[src/rtl/fetch_pipe.sv]
// fetch_pipe: fetch PC, one-cycle imem port, prefetch queue, F/D register.
// A redirect squashes the queue and the in-flight read; an empty queue bypasses.
module fetch_pipe #(
  parameter int unsigned      WIDTH    = 32,
  parameter logic [WIDTH-1:0] RESET_PC = '0,
  parameter int unsigned      DEPTH    = 4,
  parameter logic [WIDTH-1:0] NOP      = WIDTH'(32'h00000013)
) (
  input  logic             clk,
  input  logic             rst,
  output logic             imem_req,
  output logic [WIDTH-1:0] imem_addr,
  input  logic [WIDTH-1:0] imem_rdata,
  input  logic             stall_D,
  input  logic             flush_D,
  input  logic             redirect_E,
  input  logic [WIDTH-1:0] target_E,
  output logic [WIDTH-1:0] instr_D,
  output logic [WIDTH-1:0] PC_D,
  output logic [WIDTH-1:0] PCPlus4_D,
  output logic             valid_D
);

  localparam int unsigned AW = $clog2(DEPTH);
  localparam int unsigned CW = AW + 1;

  typedef struct packed {
    logic [WIDTH-1:0] instr;
    logic [WIDTH-1:0] pc;
  } entry_t;

  logic [WIDTH-1:0] pc_F;
  logic [WIDTH-1:0] pc_inflight;
  logic             inflight;

  entry_t           q [DEPTH];
  entry_t           head;
  logic [AW-1:0]    rptr;
  logic [AW-1:0]    wptr;
  logic [CW-1:0]    count;
  logic [CW-1:0]    occ;

  logic             resp;
  logic             load;
  logic             pop_q;
  logic             bypass;
  logic             push;

  assign occ       = count + CW'(inflight);
  assign imem_req  = rst & ~redirect_E & (occ < CW'(DEPTH));
  assign imem_addr = pc_F;

  // A response only survives if execute is not redirecting this cycle.
  assign resp   = inflight & ~redirect_E;
  assign load   = ~redirect_E & ~flush_D & ~stall_D;
  assign pop_q  = load & (count != '0);
  assign bypass = load & (count == '0) & resp;
  assign push   = resp & ~bypass;
  assign head   = q[rptr];

  always_ff @(posedge clk) begin
    if (push) begin
      q[wptr] <= '{instr: imem_rdata, pc: pc_inflight};
    end
  end

  always_ff @(posedge clk or negedge rst) begin
    if (!rst) begin
      pc_F        <= RESET_PC;
      pc_inflight <= '0;
      inflight    <= 1'b0;
      rptr        <= '0;
      wptr        <= '0;
      count       <= '0;
    end else if (redirect_E) begin
      pc_F        <= target_E & ~WIDTH'(3);
      inflight    <= 1'b0;
      rptr        <= '0;
      wptr        <= '0;
      count       <= '0;
    end else begin
      if (imem_req) begin
        pc_F        <= pc_F + WIDTH'(4);
        pc_inflight <= pc_F;
      end
      inflight <= imem_req;
      if (push) begin
        wptr <= wptr + AW'(1);
      end
      if (pop_q) begin
        rptr <= rptr + AW'(1);
      end
      count <= count + CW'(push) - CW'(pop_q);
    end
  end

  always_ff @(posedge clk or negedge rst) begin
    if (!rst) begin
      valid_D   <= 1'b0;
      instr_D   <= NOP;
      PC_D      <= '0;
      PCPlus4_D <= '0;
    end else begin
      priority case (1'b1)
        redirect_E, flush_D: begin
          valid_D <= 1'b0;
          instr_D <= NOP;
        end
        stall_D: begin
        end
        pop_q: begin
          valid_D   <= 1'b1;
          instr_D   <= head.instr;
          PC_D      <= head.pc;
          PCPlus4_D <= head.pc + WIDTH'(4);
        end
        bypass: begin
          valid_D   <= 1'b1;
          instr_D   <= imem_rdata;
          PC_D      <= pc_inflight;
          PCPlus4_D <= pc_inflight + WIDTH'(4);
        end
        default: begin
          valid_D <= 1'b0;
          instr_D <= NOP;
        end
      endcase
    end
  end

endmodule

[config.mk]
export PLATFORM = sky130hd
export DESIGN_NAME = fetch_pipe
export DESIGN_NICKNAME = d
export VERILOG_FILES = /design/src/rtl/fetch_pipe.sv
export SDC_FILE = /design/constraint.sdc
export NUM_CORES = 1
export LEC_CHECK = 0
export CAP_MARGIN = 20
export CELL_PAD_IN_SITES_DETAIL_PLACEMENT = 1
export CELL_PAD_IN_SITES_GLOBAL_PLACEMENT = 1
export CORE_MARGIN = 2
export CORE_UTILIZATION = 47
export DETAILED_ROUTE_END_ITERATION = 16
export GPL_TIMING_DRIVEN = 0
export PLACE_DENSITY = 0.9
export REMOVE_ABC_BUFFERS = 1
export SYNTH_ARGS = -nofsm -noshare
export SYNTH_HDL_FRONTEND = slang
export SYNTH_SLANG_ARGS = --single-unit
export TNS_END_PERCENT = 30
[constraint.sdc]
create_clock -name clk -period 4.33 [get_ports clk]
set_input_delay 0.866 -clock clk [delete_from_list [all_inputs] [get_ports clk]]
set_output_delay 0.866 -clock clk [all_outputs]
set_load 0.02 [all_outputs]
Word-level counts from Yosys, hierarchy flattened --
Memories as Yosys holds them, arrays and structs flattened. Index checks and enable logic that the tools add are counted. W data, S select, Z words.
Operators by class: $mul 0, equality and inequality tests 1, mux-type cells 22, magnitude comparators 1, bitwise logic cells 14, reduce and logical (&&, ||, !) cells 9, $add $sub $neg 8, div/mod/pow operators 0, shift-type cells 0
Operator list (number):
- $mux W32 | 10
- $add A32 B3 Y32 const B | 3
- $and A1 B1 Y1 | 9
- $mux W2 | 4
- $reduce_bool A2 Y1 | 4
- $mux W1 | 7
- $add A3 B1 Y3 | 2
- $not A1 Y1 | 5
- $add A2 B1 Y2 const B | 2
- $logic_not A3 Y1 | 1
- $lt A3 B3 Y1 const B | 1
- $mux W3 | 1
- $reduce_and A3 Y1 | 1
- $reduce_bool A3 Y1 | 1
- $sub A3 B1 Y3 | 1
- $ne A2 B1 Y1 const B | 1
- $reduce_and A2 Y1 | 1
- $reduce_or A2 Y1 | 1
Storage, ports and cells: bits in writable memories 256, word-level logic and storage cells 66, memories 1, register bits 169, latch bits 0, ROM bits 0
Memory list:
- q | depth 4, bits a word 64, rd ports 1, clocked after memory_dff 0, write ports 1, line 36 | entry_t q [DEPTH];

Depth between registers and ports, before layout --
word-level depth 10, gate-level depth with buffers 13, depth with buffers taken out 11

Worst setup path before layout --
Ideal clock, no wire load.
path kind input-to-reg, from input port redirect_E, to memory q[0][10] (netlist name), enable pin, setup slack 619 ps, required time 3904 ps, stages 5, arrival 3284 ps, buffers on the path 1, path through or3_1 -> clkbuf_1 -> nor2_1 -> nor3b_1 -> and2_1
On the way: longest elaborated chain between the ends 9, elaborated cells between the ends (all ways) 10
RTL lines:
- start: declaration | line 16 | input logic redirect_E,
- $not A1 Y1 (no source line) *
- $and A1 B1 Y1 (2 in series) | line 55 | assign load = ~redirect_E & ~flush_D & ~stall_D;
- $and A1 B1 Y1 (2 in series) | line 57 | assign bypass = load & (count == '0) & resp;
- $not A1 Y1 | line 58 | assign push = resp & ~bypass;
- $and A1 B1 Y1 * | line 58
- $mux W1 * | line 62 | if (push) begin
- $mux W1 (not written as such) * | line 63 | q[wptr] <= '{instr: imem_rdata, pc: pc_inflight};
- end: declaration | line 36
Mark *: on every way between the ends. The rest lies on a longest branch, timed or not.

Final worst setup path --
from register inflight, to output port imem_req
On the way: longest elaborated chain between the ends 3
RTL lines:
- start: declaration | line 34 | logic inflight;
- start signal: assignment | line 86 | inflight <= imem_req;
- $add A3 B1 Y3 | line 49 | assign occ = count + CW'(inflight);
- $lt A3 B3 Y1 | line 50 | assign imem_req = rst & ~redirect_E & (occ < CW'(DEPTH));
- $and A1 B1 Y1 | line 50
- end: declaration | line 11 | output logic imem_req,
Every way passes these cells.

==> run metrics <==
run status completed; non-filler cells in the finished layout between 1500 and 2000; max-cap check violation count 0; post-DR vias/cell 5.97; starting density of the core a little under half; clock tree from TritonCTS yes; power density cells between 500 and 600 nW/um2; DRC violations left 0; IO Port Bufs 190; data required time at the worst endpoint 3460 ps; global route total overflow 0; dominant combinational cell family by area after synthesis multiplexers; violation count after the first detailed-routing iteration 870; Max VDD drop 0.000266 V; number of buffers inserted during clock tree synthesis 44; most frequent cells in the layout edfxtp_1 (248), clkdlybuf4s50_1 (188), dfrtp_1 (155); worst path arrival time between 3000 and 4000 ps; number of storage elements in the synthesis netlist roughly 400; Final Instance Area about 21000 um2; r2r startpoint count[1]$_DFF_PN0_; TNS Setup 0 ps; GRT Overall Usage about a quarter; number of warnings printed during yosys synthesis 0; Clk Latency, worst-skew pair between 500 and 600 ps; timing-limited maximum frequency between 200 and 250 MHz; cell chosen for the clock root clkbuf_16; type of the setup path with the least slack reg2out; actual transition at the worst max-transition pin between 900 and 1000 ps; first-pass GRT wire length 74200 um; cell area after synthesis approximately 17000 um2; standby leakage power 7.82 nW; buffer levels on the longest clock path 3; antenna violations before repair 1; Antenna Violating Nets Remaining 0; share of synthesized cell area in full adder, half adder and majority cells 0.623%; total count of max-transition violations in the final report 0; core region area 36400 um2; DIE WIDTH between 150 and 200 um; number of global-route vias before repair around 12000; XOR/XNOR Fraction of Synth Area 1.88%; minimum clock period after layout ~4000 ps; final standard cell utilization of the core between 50% and 60%; pin count of the biggest net entering global routing roughly 110; Clock transition at path regs 60 ps; Cell Area, Placed 19800 um2; number of distinct library cells after synthesis 76; net count of the finished layout between 1000 and 1500; proportion of layout cells with a drive suffix above 1 between 10% and 20%; final critical-path share of the clock period 93.3%; worst max-slew margin expressed relative to the limit 37.5%; async set-reset flop share out of synthesis slightly below 40%; total half-perimeter wirelength after legalization and detailed placement 29900 um; number of enable flip-flop cells after synthesis about 250; vias post-DR 11300; Simple-Gate Fraction of Synth Area 9.47%; routed wire length 48000 um; path depth of the worst reg2reg path 7; row cnt 70; I/O pin cnt between 150 and 200; sort of element at the start of the critical path flop; final number of hold-violating endpoints 0; die boundary height between 150 and 200 um; routability cong. between 0.8 and 0.9; Die Outline Area about 38000 um2; top_reg_cell synth edfxtp_1; layout overhead on the synthesized area 23.6%; DRT Pass-1 Iters 5; Clock Skews a little over 30 ps; kind of path behind the tightest hold check in2async; total number of H-tree levels 2; Sinks on Clock Net about 400; worst flop-to-flop path endpoint PCPlus4_D[30]$_DFFE_PN0P_; part of the Yosys area used for sequential elements 66.5%; detail-routed net length per standard cell 25.4 um; largest fanout on the critical path 19; Placed Instances around 1800; mux contribution to synthesized area roughly 11%; commonest non-fill, non-tap cell in the layout edfxtp_1; mean cell area of the mapped netlist 14.4 um2; synthesized instance count 1198; internal reg-to-reg setup slack about 540 ps; CP Capture Type primary output; unrepaired setup endpoints after global routing false; Final setup violation count 0; Synth Area in Compound Gates under 10%
-- layer usage --
layer	up-vias	share of wire, %	GRT usage, %
met5	-	0	0
met4	0	3.3	9.79
met3	109	5.7	4.81
met2	439	50	43.0
met1	5814	41	33.0
li1	4923	-	-
-- metrics by stage --
stage | worst slack, ps | power [W] | hold slack, ps
final | 291 | 0.0115 | 210
after global routing | 180 | 0.0119 | 216
after CTS | 71.7 | 0.0115 | 191
after detailed placement | -901 | 0.00770 | 463
after global placement | -7800 | 0.00750 | 460
after floorplan | -949 | 0.00634 | 487
-- repair_timing --
action                                  in CTS  in global routing
buffers inserted                             2                  0
endpoints found under the setup margin      26                  2
hold buffers                                 0                  0
resized for setup                            6                  1
cloned                                       0                  1
pin swaps                                    1                  0
-- report_power, final --
group	internal (W)	leakage, nW	total, W	switching, W
registers	0.00470	4.28	0.00519	0.000490
clock network	0.00230	0.728	0.00381	0.00151
logic	0.00110	2.81	0.00249	0.00139
-- registers in the layout, indices dropped and copies added, names as in the netlist --
register,flops
PCPlus4_D,30
PC_D,30
count,3
imem_addr,30
inflight,1
instr_D,32
pc_inflight,30
q,248
rptr,2
valid_D,1
wptr,2
-- area by class of cell --
type,count,area [um2]
clock buffer,68,1330
antenna,1,2.50
timing repair buffer,211,2320
clock inverter,13,148
tap,468,586
inverter,19,73.8
sequential,409,11500
fill,3448,15100
multi-input combinational,701,5400
-- worst max-delay path by stage --
stage,startpoint,to
global route,inflight$_DFF_PN0_,imem_req
global placement,rst,imem_req
detailed placement,redirect_E,PCPlus4_D[27]$_DFFE_PN0P_
floorplan,count[1]$_DFF_PN0_,PCPlus4_D[27]$_DFFE_PN0P_
CTS,rst,imem_req
finish,inflight$_DFF_PN0_,imem_req
-- worst max-delay path: stages, from the launching register on --
cell	delay (ps)
dfrtp_2	710
nand4_1	360
a21oi_2	450
nor2b_4	260
buf_8	180
clkdlybuf4s50_1	650
-- cells by family after synthesis --
group,Yosys count
AOI/OAI and AO/OA,214
xor gates and xnor gates,37
adders and majority gates,8
buffers and inverters,93
DFF,409
muxes,112
other,1
and+or+nand+nor,324
-- cell usage after synthesis, drive strengths merged, types with 13 or more instances --
master | number | area, um2
buf | 39 | 264
and3 | 45 | 282
xnor2 | 24 | 210
mux2 | 34 | 383
a21oi | 46 | 230
nand2 | 145 | 552
o21ai | 95 | 475
mux4 | 62 | 1400
inv | 18 | 67.6
nor2 | 25 | 93.8
mux2i | 16 | 160
xor2 | 13 | 114
nor3 | 13 | 81.3
clkbuf | 35 | 131
nand3 | 38 | 208
dfrtp | 158 | 3950
nor4 | 18 | 119
edfxtp | 248 | 7450
Note: power is estimated with default switching activity, not from simulation.
